### src/rtl/pipe_hazard_ctrl_if.sv
// Pipeline-side signal bundle for the hazard controller.
// The pipeline drives the master side; the controller uses the slave side.
interface pipe_hazard_ctrl_if #(
   parameter int REGW = 5
);
   logic [REGW-1:0] id_rs;
   logic [REGW-1:0] id_rt;
   logic            id_mdu_use;
   logic            id_branch_taken;
   logic            ex_memread;
   logic [REGW-1:0] ex_rt;
   logic            ex_mdu_start;
   logic            dmem_req;
   logic            dmem_ready;
   logic            exc_req;
   logic            pc_en;
   logic            ifid_en;
   logic            idex_en;
   logic            exmem_en;
   logic            memwb_en;
   logic            ifid_clr;
   logic            idex_clr;
   logic            exmem_clr;
   logic            memwb_clr;
   logic            mdu_busy;
   logic            state_o;

   modport master (
      output id_rs, id_rt, id_mdu_use, id_branch_taken,
             ex_memread, ex_rt, ex_mdu_start,
             dmem_req, dmem_ready, exc_req,
      input  pc_en, ifid_en, idex_en, exmem_en, memwb_en,
             ifid_clr, idex_clr, exmem_clr, memwb_clr,
             mdu_busy, state_o
   );

   modport slave (
      input  id_rs, id_rt, id_mdu_use, id_branch_taken,
             ex_memread, ex_rt, ex_mdu_start,
             dmem_req, dmem_ready, exc_req,
      output pc_en, ifid_en, idex_en, exmem_en, memwb_en,
             ifid_clr, idex_clr, exmem_clr, memwb_clr,
             mdu_busy, state_o
   );
endinterface

### src/rtl/pipe_hazard_ctrl.sv
// Hazard/sequencing controller for a 5-stage MIPS pipeline, clocked on the falling edge.
// Optional HAZ_PERF_EN adds a saturating stall_cycles counter output.
module pipe_hazard_ctrl #(
   parameter int REGW       = 5,
   parameter int MDU_CYCLES = 32,
   parameter int CNTW       = 6
) (
   input  logic                 clk,
   input  logic                 rst,
   pipe_hazard_ctrl_if.slave    bus
`ifdef HAZ_PERF_EN
   ,
   output logic [31:0]          stall_cycles
`endif
);
   typedef enum logic {RUN = 1'b0, MEM_WAIT = 1'b1} state_t;

   state_t          state_q, state_d;
   logic [CNTW-1:0] mdu_cnt_q, mdu_cnt_d;
   logic            mdu_busy_q, mdu_busy_d;

   logic mem_wait;
   logic load_use;
   logic mdu_use;
   logic pc_en_w, ifid_en_w, idex_en_w, exmem_en_w, memwb_en_w;
   logic ifid_clr_w, idex_clr_w, exmem_clr_w, memwb_clr_w;

   assign mem_wait = bus.dmem_req & ~bus.dmem_ready;
   assign load_use = bus.ex_memread && (bus.ex_rt != '0) &&
                     ((bus.ex_rt == bus.id_rs) || (bus.ex_rt == bus.id_rt));
   assign mdu_use  = mdu_busy_q & bus.id_mdu_use;

   always_comb begin
      pc_en_w     = 1'b1;
      ifid_en_w   = 1'b1;
      idex_en_w   = 1'b1;
      exmem_en_w  = 1'b1;
      memwb_en_w  = 1'b1;
      ifid_clr_w  = 1'b0;
      idex_clr_w  = 1'b0;
      exmem_clr_w = 1'b0;
      memwb_clr_w = 1'b0;
      if (rst) begin
         pc_en_w    = 1'b0;
         ifid_en_w  = 1'b0;
         idex_en_w  = 1'b0;
         exmem_en_w = 1'b0;
         memwb_en_w = 1'b0;
      end else if (bus.exc_req) begin
         ifid_clr_w  = 1'b1;
         idex_clr_w  = 1'b1;
         exmem_clr_w = 1'b1;
      end else if (mem_wait) begin
         pc_en_w     = 1'b0;
         ifid_en_w   = 1'b0;
         idex_en_w   = 1'b0;
         exmem_en_w  = 1'b0;
         memwb_clr_w = 1'b1;
      end else if (mdu_use || load_use) begin
         // Hold PC and IF/ID, inject a bubble into ID/EX; older stages drain.
         pc_en_w    = 1'b0;
         ifid_en_w  = 1'b0;
         idex_clr_w = 1'b1;
      end else if (bus.id_branch_taken) begin
         ifid_clr_w = 1'b1;
      end
   end

   always_comb begin
      state_d    = mem_wait ? MEM_WAIT : RUN;
      mdu_cnt_d  = mdu_cnt_q;
      mdu_busy_d = mdu_busy_q;
      if (bus.exc_req) begin
         state_d    = RUN;
         mdu_cnt_d  = '0;
         mdu_busy_d = 1'b0;
      end else if (mdu_busy_q) begin
         // A start while busy is ignored; the countdown keeps running even in MEM_WAIT.
         if (mdu_cnt_q == '0) begin
            mdu_busy_d = 1'b0;
         end else begin
            mdu_cnt_d = mdu_cnt_q - CNTW'(1);
         end
      end else if (bus.ex_mdu_start) begin
         mdu_cnt_d  = CNTW'(MDU_CYCLES - 1);
         mdu_busy_d = 1'b1;
      end
   end

   always_ff @(negedge clk or posedge rst) begin
      if (rst) begin
         state_q    <= RUN;
         mdu_cnt_q  <= '0;
         mdu_busy_q <= 1'b0;
      end else begin
         state_q    <= state_d;
         mdu_cnt_q  <= mdu_cnt_d;
         mdu_busy_q <= mdu_busy_d;
      end
   end

`ifdef HAZ_PERF_EN
   logic [31:0] stall_cnt_q;

   always_ff @(negedge clk or posedge rst) begin
      if (rst) begin
         stall_cnt_q <= '0;
      end else if (!pc_en_w && (stall_cnt_q != 32'hFFFF_FFFF)) begin
         stall_cnt_q <= stall_cnt_q + 32'd1;
      end
   end

   assign stall_cycles = stall_cnt_q;
`endif

   assign bus.pc_en     = pc_en_w;
   assign bus.ifid_en   = ifid_en_w;
   assign bus.idex_en   = idex_en_w;
   assign bus.exmem_en  = exmem_en_w;
   assign bus.memwb_en  = memwb_en_w;
   assign bus.ifid_clr  = ifid_clr_w;
   assign bus.idex_clr  = idex_clr_w;
   assign bus.exmem_clr = exmem_clr_w;
   assign bus.memwb_clr = memwb_clr_w;
   assign bus.mdu_busy  = mdu_busy_q;
   assign bus.state_o   = state_q;
endmodule

### src/flat_wrapper.sv
// flat-port wrapper written by rule: the top's interface ports become plain ports
module pipe_hazard_ctrl_flat 
#(
   parameter int REGW       = 5,
   parameter int MDU_CYCLES = 32,
   parameter int CNTW       = 6
)
  (clk, rst, bus_id_rs, bus_id_rt, bus_id_mdu_use, bus_id_branch_taken, bus_ex_memread, bus_ex_rt, bus_ex_mdu_start, bus_dmem_req, bus_dmem_ready, bus_exc_req, bus_pc_en, bus_ifid_en, bus_idex_en, bus_exmem_en, bus_memwb_en, bus_ifid_clr, bus_idex_clr, bus_exmem_clr, bus_memwb_clr, bus_mdu_busy, bus_state_o);
  pipe_hazard_ctrl_if #(.REGW(REGW)) bus_i ();
  input  logic clk;
  input  logic rst;
  input wire logic [$bits(bus_i.id_rs)-1:0] bus_id_rs;
  input wire logic [$bits(bus_i.id_rt)-1:0] bus_id_rt;
  input wire logic [$bits(bus_i.id_mdu_use)-1:0] bus_id_mdu_use;
  input wire logic [$bits(bus_i.id_branch_taken)-1:0] bus_id_branch_taken;
  input wire logic [$bits(bus_i.ex_memread)-1:0] bus_ex_memread;
  input wire logic [$bits(bus_i.ex_rt)-1:0] bus_ex_rt;
  input wire logic [$bits(bus_i.ex_mdu_start)-1:0] bus_ex_mdu_start;
  input wire logic [$bits(bus_i.dmem_req)-1:0] bus_dmem_req;
  input wire logic [$bits(bus_i.dmem_ready)-1:0] bus_dmem_ready;
  input wire logic [$bits(bus_i.exc_req)-1:0] bus_exc_req;
  output wire logic [$bits(bus_i.pc_en)-1:0] bus_pc_en;
  output wire logic [$bits(bus_i.ifid_en)-1:0] bus_ifid_en;
  output wire logic [$bits(bus_i.idex_en)-1:0] bus_idex_en;
  output wire logic [$bits(bus_i.exmem_en)-1:0] bus_exmem_en;
  output wire logic [$bits(bus_i.memwb_en)-1:0] bus_memwb_en;
  output wire logic [$bits(bus_i.ifid_clr)-1:0] bus_ifid_clr;
  output wire logic [$bits(bus_i.idex_clr)-1:0] bus_idex_clr;
  output wire logic [$bits(bus_i.exmem_clr)-1:0] bus_exmem_clr;
  output wire logic [$bits(bus_i.memwb_clr)-1:0] bus_memwb_clr;
  output wire logic [$bits(bus_i.mdu_busy)-1:0] bus_mdu_busy;
  output wire logic [$bits(bus_i.state_o)-1:0] bus_state_o;
  assign bus_i.id_rs = bus_id_rs;
  assign bus_i.id_rt = bus_id_rt;
  assign bus_i.id_mdu_use = bus_id_mdu_use;
  assign bus_i.id_branch_taken = bus_id_branch_taken;
  assign bus_i.ex_memread = bus_ex_memread;
  assign bus_i.ex_rt = bus_ex_rt;
  assign bus_i.ex_mdu_start = bus_ex_mdu_start;
  assign bus_i.dmem_req = bus_dmem_req;
  assign bus_i.dmem_ready = bus_dmem_ready;
  assign bus_i.exc_req = bus_exc_req;
  assign bus_pc_en = bus_i.pc_en;
  assign bus_ifid_en = bus_i.ifid_en;
  assign bus_idex_en = bus_i.idex_en;
  assign bus_exmem_en = bus_i.exmem_en;
  assign bus_memwb_en = bus_i.memwb_en;
  assign bus_ifid_clr = bus_i.ifid_clr;
  assign bus_idex_clr = bus_i.idex_clr;
  assign bus_exmem_clr = bus_i.exmem_clr;
  assign bus_memwb_clr = bus_i.memwb_clr;
  assign bus_mdu_busy = bus_i.mdu_busy;
  assign bus_state_o = bus_i.state_o;
  pipe_hazard_ctrl #(.REGW(REGW), .MDU_CYCLES(MDU_CYCLES), .CNTW(CNTW)) u_core (.clk(clk), .rst(rst), .bus(bus_i));
endmodule
### config.mk
export PLATFORM = sky130hd
export DESIGN_NAME = pipe_hazard_ctrl_flat
export DESIGN_NICKNAME = d
export VERILOG_FILES = /design/src/rtl/pipe_hazard_ctrl_if.sv /design/src/rtl/pipe_hazard_ctrl.sv /design/src/flat_wrapper.sv
export SDC_FILE = /design/constraint.sdc
export NUM_CORES = 1
export LEC_CHECK = 0
export CAP_MARGIN = 0
export CORE_MARGIN = 5
export CORE_UTILIZATION = 30
export CTS_CLUSTER_DIAMETER = 200
export DETAILED_ROUTE_END_ITERATION = 10
export PLACE_DENSITY_LB_ADDON = 0.1
export SYNTH_ARGS = -nofsm -noshare
export SYNTH_HDL_FRONTEND = slang
export SYNTH_SLANG_ARGS = --single-unit
### constraint.sdc
create_clock -name clk -period 2.3 [get_ports clk]
set_input_delay 0.575 -clock clk [delete_from_list [all_inputs] [get_ports clk]]
set_output_delay 0.575 -clock clk [all_outputs]
set_load 0.02 [all_outputs]
# After elaboration in Yosys (flattened, before gate mapping)

Index checks and enable logic that the tools add are counted.

$add $sub $neg: 1
Multipliers: 0
Divide/modulo/power cells: 0
Magnitude comparators: 0
Equal/unequal tests: 3
Shifts and indexed selects: 0
Multiplexer cells: 30
Bitwise logic cells: 3
Reductions and logical operators: 8

Operator list:

| operator                                                            | number |
|---|---|
| 1-bit two-way mux                                                   | 26 |
| 6-bit two-way mux                                                   | 4 |
| 5-bit equality test                                                 | 2 |
| 6-bit logical NOT                                                   | 1 |
| 6-bit by 1-bit subtractor with 6-bit output (second input constant) | 1 |
| 5-bit nonzero test                                                  | 1 |
| 3-bit != test (second input constant)                               | 1 |
| 3-bit nonzero test                                                  | 1 |
| 1-bit bitwise AND                                                   | 2 |
| 1-bit logical AND                                                   | 2 |
| 1-bit logical OR                                                    | 2 |
| 2-bit AND reduction                                                 | 1 |
| 1-bit inverter                                                      | 1 |

Bits in registers: 8
Bits in latches: 0
Memory bits (writable): 0
ROM bits: 0
Memories: 0

# Logic depth before layout (Yosys ltp)

Gate-level depths: netlist of run 1.

Depth after elaboration: 8
Gate-level depth with buffers: 7
Gate-level depth less buffers: 6

==> impl_metrics.yaml, run 1 <==
outcome:
  outcome: "complete, but fails checks"
  violations: "setup timing"
floorplanning:
  rows: 17
  dieArea_um2: 3350
  io_pins: 35
  core_um2: 2190
  start_util: 0.314
  die_y_um: 57.9
  dieWidth_um: 57.9
power_and_ir_drop:
  clkPwrFrac: 0.200
  power.density_nw_per_um2: 431
  switchingPower_uw: 176
  p_leak_nw: 0.552
  vdd_drop_max_mv: 0.291
  p_int_uw: 355
  power_frac_comb: 0.476
  p_sw_frac: 0.331
  p_seq_frac: 0.324
grt:
  grt_first_pass_wirelength_um: 3420
  grt_pass1_vias: 791
  grt_max_degree: 11
  grt_use_total: 0.131
  antenna_found_initial: 0
  gr-total-overflow: 0
worst_setup_path:
  critPathArrivalTime_ns: 2.35
  crit_path_end_kind: "output port"
  path_cells: "a31o_2 > a31o_2 > buf_6"
  startpoint_type: "flop"
  cp_max_fo: 3
  r2r_slack_ns: 0.58
  worst_path_most_repeated_cell: "a31o_2"
  worst-setup-path-type: "flop to output port"
  r2r-start: "u_core.bus.mdu_busy$_DFF_NP0_"
  r2r_cells: 7
  cp.required_ns: 1.73
  slowest_delay_ns: 0.39
  crit_path_top_delay_cell: "dfrtn_1"
  reg2reg_to: "u_core.mdu_cnt_q[3]$_DFFE_NP0P_"
finish:
  syn2layout_area_growth_pct: 78.9
  postLayoutCoreUtil: 0.562
  nets: 159
  multi_input_area_um2: 477
  layout-drive-gt1-share: 0.321
  diodes: 0
  fillers: 210
  final-seq-area_um2: 200
placed_design:
  globalplace.congestion: 0.706
  port_buffers: 34
  pre_cts_ws_ns: -0.950
  dpl.hpwl_um: 1690
yosys:
  ys_seq_elements: 8
  synth_top_family_by_area: "simple AND/OR/NAND/NOR gates"
  synth_adder_area_share: 0.0364
  synth.cell_area_um2: 688
  synth-simple-area-share: 0.231
  yosysSeqAreaShare: 0.291
  syn-num-nets: 109
  synth.avg_cell_area_um2: 8.29
  synth_cells: 83
  yosys_warnings: 0
  muxShareOfSynthArea: 0
  synth_cell_type_count: 35
  synth_compound_area_frac: 0.222
  synth-xor-area-share: 0.127
worst_hold_path:
  whs_path_depth: 1
  hold_path_class: "flop to flop"
  min_from: "u_core.mdu_cnt_q[2]$_DFFE_NP0P_"
  hold_end: "u_core.mdu_cnt_q[2]$_DFFE_NP0P_"
drt:
  drt-initial-drc-count: 19
  vias: 760
  wire_per_inst_um: 12.5
  drt_pass1_iterations: 3
  postRouteAntennaNets: 0
  wirelength_um: 2000
  vias_per_cell: 4.78
  route.detailed.drc: 0
clocking:
  clock_sinks: 8
  clkTransAtPathRegs_ns: 0.04
  cts_tree: "done"
  cts-root-buf: "clkbuf_4"
  cts_made_buffers: 3
  hold_buffers: 0
  h-tree-depth: 1
  clk_latency_ns: 0.26
  clockBufferDepth: 2
timing:
  hold_viol_final: 0
  relSlewSlack: 0.754
  tightest_slew_ns: 0.366
  slew_viol_final: 0
  fin_skew_ns: 0.000235
  rsz0062_at_grt: "true"
  final-setup-viol-count: 6
  worst_slack_ns: -0.628
job:
  maxCapViolations: 0
kinds of logic (layout without fill, tap and decap cells):
kind of cell             Yosys count  in the layout
buffers and inverters             13             61
XOR/XNOR                          10             10
AO/OA/AOI/OAI                     22             22
AND/OR/NAND/NOR                   28             28
flip-flops                         8              8
adder cells (fa/ha/maj)            2              2
metrics by stage:
| step | setup TNS [ns] | power [mW] | instance area, um^2 | cells | hold slack, ns |
|---|---|---|---|---|---|
| global route | -3.61 | 0.575 | 1230 | 159 | 0.548 |
| detailed placement | -10.37 | 0.412 | 1150 | 154 | 0.527 |
| finish | -3.24 | 0.531 | 1230 | 159 | 0.530 |
| global placement | -10.16 | 0.408 | 1150 | 154 | 0.506 |
| floorplan | -2.41 | 0.310 | 713 | 83 | 0.474 |
| CTS | -3.19 | 0.536 | 1230 | 158 | 0.532 |
repair_timing:
item,in CTS,in global routing
pin swaps,3,1
resized for setup,63,4
setup endpoints to repair,19,10
endpoints found under the hold margin,0,0
buffers inserted,2,1
area by class of cell:
cell class,instances,share of cell area
Inverter,8,0.0244
Multi-Input combinational cell,62,0.387
Timing Repair Buffer,50,0.379
Sequential cell,8,0.163
Clock buffer,3,0.0183
Tap cell,28,0.0285
power by group through the flow:
stage          Sequential [mW]  Clock [mW]  Combinational, mW
2_1_floorplan            0.173           0              0.137
3_3_place_gp             0.172           0              0.236
3_5_place_dp             0.174           0              0.238
4_1_cts                  0.172       0.111              0.253
5_1_grt                  0.175       0.122              0.279
6_report                 0.172       0.106              0.252
critical path: cells and delay by family (launching register included):
family | cells | cell delay, ns
AOI/OAI and AO/OA | 2 | 0.43
DFF | 1 | 0.39
buffers and inverters | 1 | 0.13
flip-flops by register name, indices dropped and copies added, names as in the netlist:
name	count
u_core.bus.mdu_busy	1
u_core.bus.state_o	1
u_core.mdu_cnt_q	6
synthesized netlist by cell type (all sizes together):
library cell  count  area (um^2)
xnor2            10         87.6
dfrtn             8          200
inv               8         30.0
nand2             5         18.8
nor2              5         18.8
a21oi             4         20.0
o21ai             4         20.0
buf               3         26.3
nand3             3         15.0
nor3              3         15.0
a31o              2         17.5
a31oi             2         12.5
clkbuf            2         7.51
ha                2         25.0
nor2b             2         12.5
nor4              2         18.8
o21a              2         15.0
a211oi            1         7.51
a2bb2oi           1         8.76
a311oi            1         8.76
a41o              1         10.0
a41oi             1         8.76
and2              1         6.26
and3              1         6.26
nand2b            1         6.26
nor3b             1         7.51
o22ai             1         6.26
o2bb2ai           1         8.76
o31a              1         8.76
or2               1         6.26
or3               1         11.3
or3b              1         8.76
or4               1         7.51
cells in the final DEF (no fill, tap or decap), drive strengths merged, types with 3 or more instances in the layout:
cell and instances:
clkbuf 5, dlygate4sd2 4, a21oi 4, clkdlybuf4s15 3, xnor2 10, nor3 3
o21ai 4, dfrtn 8, buf 22, inv 8, clkdlybuf4s50 18, nand2 5
nor2 5, nand3 3
routing by layer:
layer	wire length, um	up-vias	part of all wire	global-route usage
met5	0	-	0	0
met4	9	0	0.0045	0.0298
met3	137	3	0.069	0.0557
met2	1070	22	0.54	0.240
met1	778	344	0.39	0.138
li1	-	391	-	-
worst max-delay path by stage:
stage                     cells past startpoint  slack (ns)            to                           from
after floorplan                               5       -0.70     bus_pc_en  u_core.bus.mdu_busy$_DFF_NP0_
after global placement                        6       -0.92  bus_ifid_clr                   bus_ex_rt[0]
after detailed placement                      6       -0.95  bus_ifid_clr                   bus_ex_rt[0]
after CTS                                     3       -0.64  bus_idex_clr  u_core.bus.mdu_busy$_DFF_NP0_
after global routing                          4       -0.71  bus_ifid_clr  u_core.bus.mdu_busy$_DFF_NP0_
final                                         3       -0.63  bus_idex_clr  u_core.bus.mdu_busy$_DFF_NP0_
Power figures use the tool's default switching activity.
==> run 2: changes to the inputs <==
--- a/config.mk
+++ b/config.mk
@@ -6,11 +6,14 @@
 export NUM_CORES = 1
 export LEC_CHECK = 0
 export CAP_MARGIN = 0
+export CELL_PAD_IN_SITES_DETAIL_PLACEMENT = 0
+export CELL_PAD_IN_SITES_GLOBAL_PLACEMENT = 1
 export CORE_MARGIN = 5
-export CORE_UTILIZATION = 30
+export CORE_UTILIZATION = 27
 export CTS_CLUSTER_DIAMETER = 200
 export DETAILED_ROUTE_END_ITERATION = 10
 export PLACE_DENSITY_LB_ADDON = 0.1
 export SYNTH_ARGS = -nofsm -noshare
 export SYNTH_HDL_FRONTEND = slang
 export SYNTH_SLANG_ARGS = --single-unit
+export TNS_END_PERCENT = 30
==> impl_metrics.yaml, run 2 (synthesis results as in run 1) <==
outcome:
  outcome: "complete, but fails checks"
  violations: "setup timing"
timing:
  slew_viol_final: 0
  setup_tns_ns: -3.41
  fin_skew_ns: 0.00122
  final-setup-viol-count: 11
  relSlewSlack: 0.727
  rsz0062_at_grt: "true"
  worst_slack_ns: -0.627
  tightest_slew_ns: 0.410
  hold_viol_final: 0
finish:
  layout-drive-gt1-share: 0.356
  syn2layout_area_growth_pct: 81.8
  largest_register_ff_count: 6
  diodes: 0
  final_common_cell: "clkdlybuf4s50_1"
  finalNonFillerCells: 162
  final_cell_mix: "21 x clkdlybuf4s50_1, 17 x buf_4, 10 x xnor2_1, 8 x inv_1, 8 x dfrtn_1"
  nets: 160
  top_register: "u_core.mdu_cnt_q"
placed_design:
  globalplace.congestion: 0.753
  pre_cts_ws_ns: -0.986
  dpl.hpwl_um: 1600
  dp.cells: 157
  port_buffers: 34
grt:
  gr-total-overflow: 0
  grt_use_total: 0.113
  grt_max_degree: 11
  grt_first_pass_wirelength_um: 3170
  antenna_found_initial: 0
  grt_pass1_vias: 758
power_and_ir_drop:
  power.density_nw_per_um2: 426
  p_leak_nw: 0.556
  vdd_drop_max_mv: 0.301
worst_setup_path:
  r2r_slack_ns: 0.60
  critPathArrivalTime_ns: 2.35
  r2r_cells: 6
  cp_max_fo: 3
  cp.required_ns: 1.73
  worst-setup-path-type: "flop to output port"
  crit_path_end_kind: "output port"
  startpoint_type: "flop"
drt:
  wirelength_um: 1970
  vias: 773
  wire_per_inst_um: 12.1
  route.detailed.drc: 0
  vias_per_cell: 4.77
  drt-initial-drc-count: 20
  postRouteAntennaNets: 0
  drt_pass1_iterations: 4
floorplanning:
  rows: 18
  start_util: 0.280
  dieWidth_um: 60.5
  dieArea_um2: 3660
  core_um2: 2450
  io_pins: 35
  die_y_um: 60.5
clocking:
  cts-root-buf: "clkbuf_4"
  cts_tree: "done"
  cts_made_buffers: 3
  clkTransAtPathRegs_ns: 0.04
  clk_latency_ns: 0.26
  h-tree-depth: 1
  clock_sinks: 8
  clockBufferDepth: 2
worst_hold_path:
  hold_path_class: "flop to flop"
  whs_path_depth: 2
job:
  maxCapViolations: 0
## run 2: per-layer routing
metal	vias up	routed length, um	GRT usage
li1	392	-	-
met1	358	798	0.124
met2	23	1040	0.205
met3	0	129	0.0511
met4	0	0	0.0186
met5	-	0	0
## run 2: worst max-delay path, stage by stage (launching register included)
cell	delay, ns
dfrtn_1	0.38
a31o_2	0.22
a31o_2	0.22
buf_6	0.13
## run 2: where the power goes
group          switching [mW]  internal (mW)
Sequential             0.0154          0.157
Combinational           0.117          0.141
Clock                  0.0432         0.0594
## run 2: area by class of cell
cell class,count,area [um^2]
Multi-Input combinational cell,62,493
Clock buffer,3,22.5
Tap cell,30,37.5
Timing Repair Buffer,51,468
Inverter,8,30.0
Sequential cell,8,200
Fill cell,249,1200
## run 2: worst paths after layout
check | from | end
min in group asynchronous | rst | u_core.bus.mdu_busy$_DFF_NP0_
setup / recovery | u_core.bus.mdu_busy$_DFF_NP0_ | bus_idex_clr
hold / removal | u_core.mdu_cnt_q[4]$_DFFE_NP0P_ | u_core.mdu_cnt_q[4]$_DFFE_NP0P_
max in group asynchronous | rst | u_core.mdu_cnt_q[4]$_DFFE_NP0P_
setup reg to reg | u_core.bus.mdu_busy$_DFF_NP0_ | u_core.mdu_cnt_q[3]$_DFFE_NP0P_
hold reg to reg | u_core.mdu_cnt_q[4]$_DFFE_NP0P_ | u_core.mdu_cnt_q[4]$_DFFE_NP0P_
## run 2: what timing repair did
action                                  4_1_cts  5_1_grt
resized for setup                            61        4
pin swaps                                     6        1
endpoints found under the setup margin       19       15
hold buffers                                  0        0
setup buffers                                 2        0
## run 2: per-stage QoR
| stage | utilization | hold slack [ns] | total power, mW | cell area (um^2) |
|---|---|---|---|---|
| after floorplan | - | 0.474 | 0.310 | 713 |
| after global placement | 0.471 | 0.507 | 0.410 | 1160 |
| after detailed placement | 0.471 | 0.529 | 0.412 | 1160 |
| after CTS | 0.503 | 0.530 | 0.536 | 1230 |
| after global routing | 0.510 | 0.565 | 0.574 | 1250 |
| final | 0.510 | 0.522 | 0.533 | 1250 |
==> run 3: changes to the inputs <==
--- a/config.mk
+++ b/config.mk
@@ -5,7 +5,6 @@
 export SDC_FILE = /design/constraint.sdc
 export NUM_CORES = 1
 export LEC_CHECK = 0
-export CAP_MARGIN = 0
 export CELL_PAD_IN_SITES_DETAIL_PLACEMENT = 0
 export CELL_PAD_IN_SITES_GLOBAL_PLACEMENT = 1
 export CORE_MARGIN = 5
==> results of run 3 <==
Same layout as run 2: the final DEF is identical, and so are final timing and power.
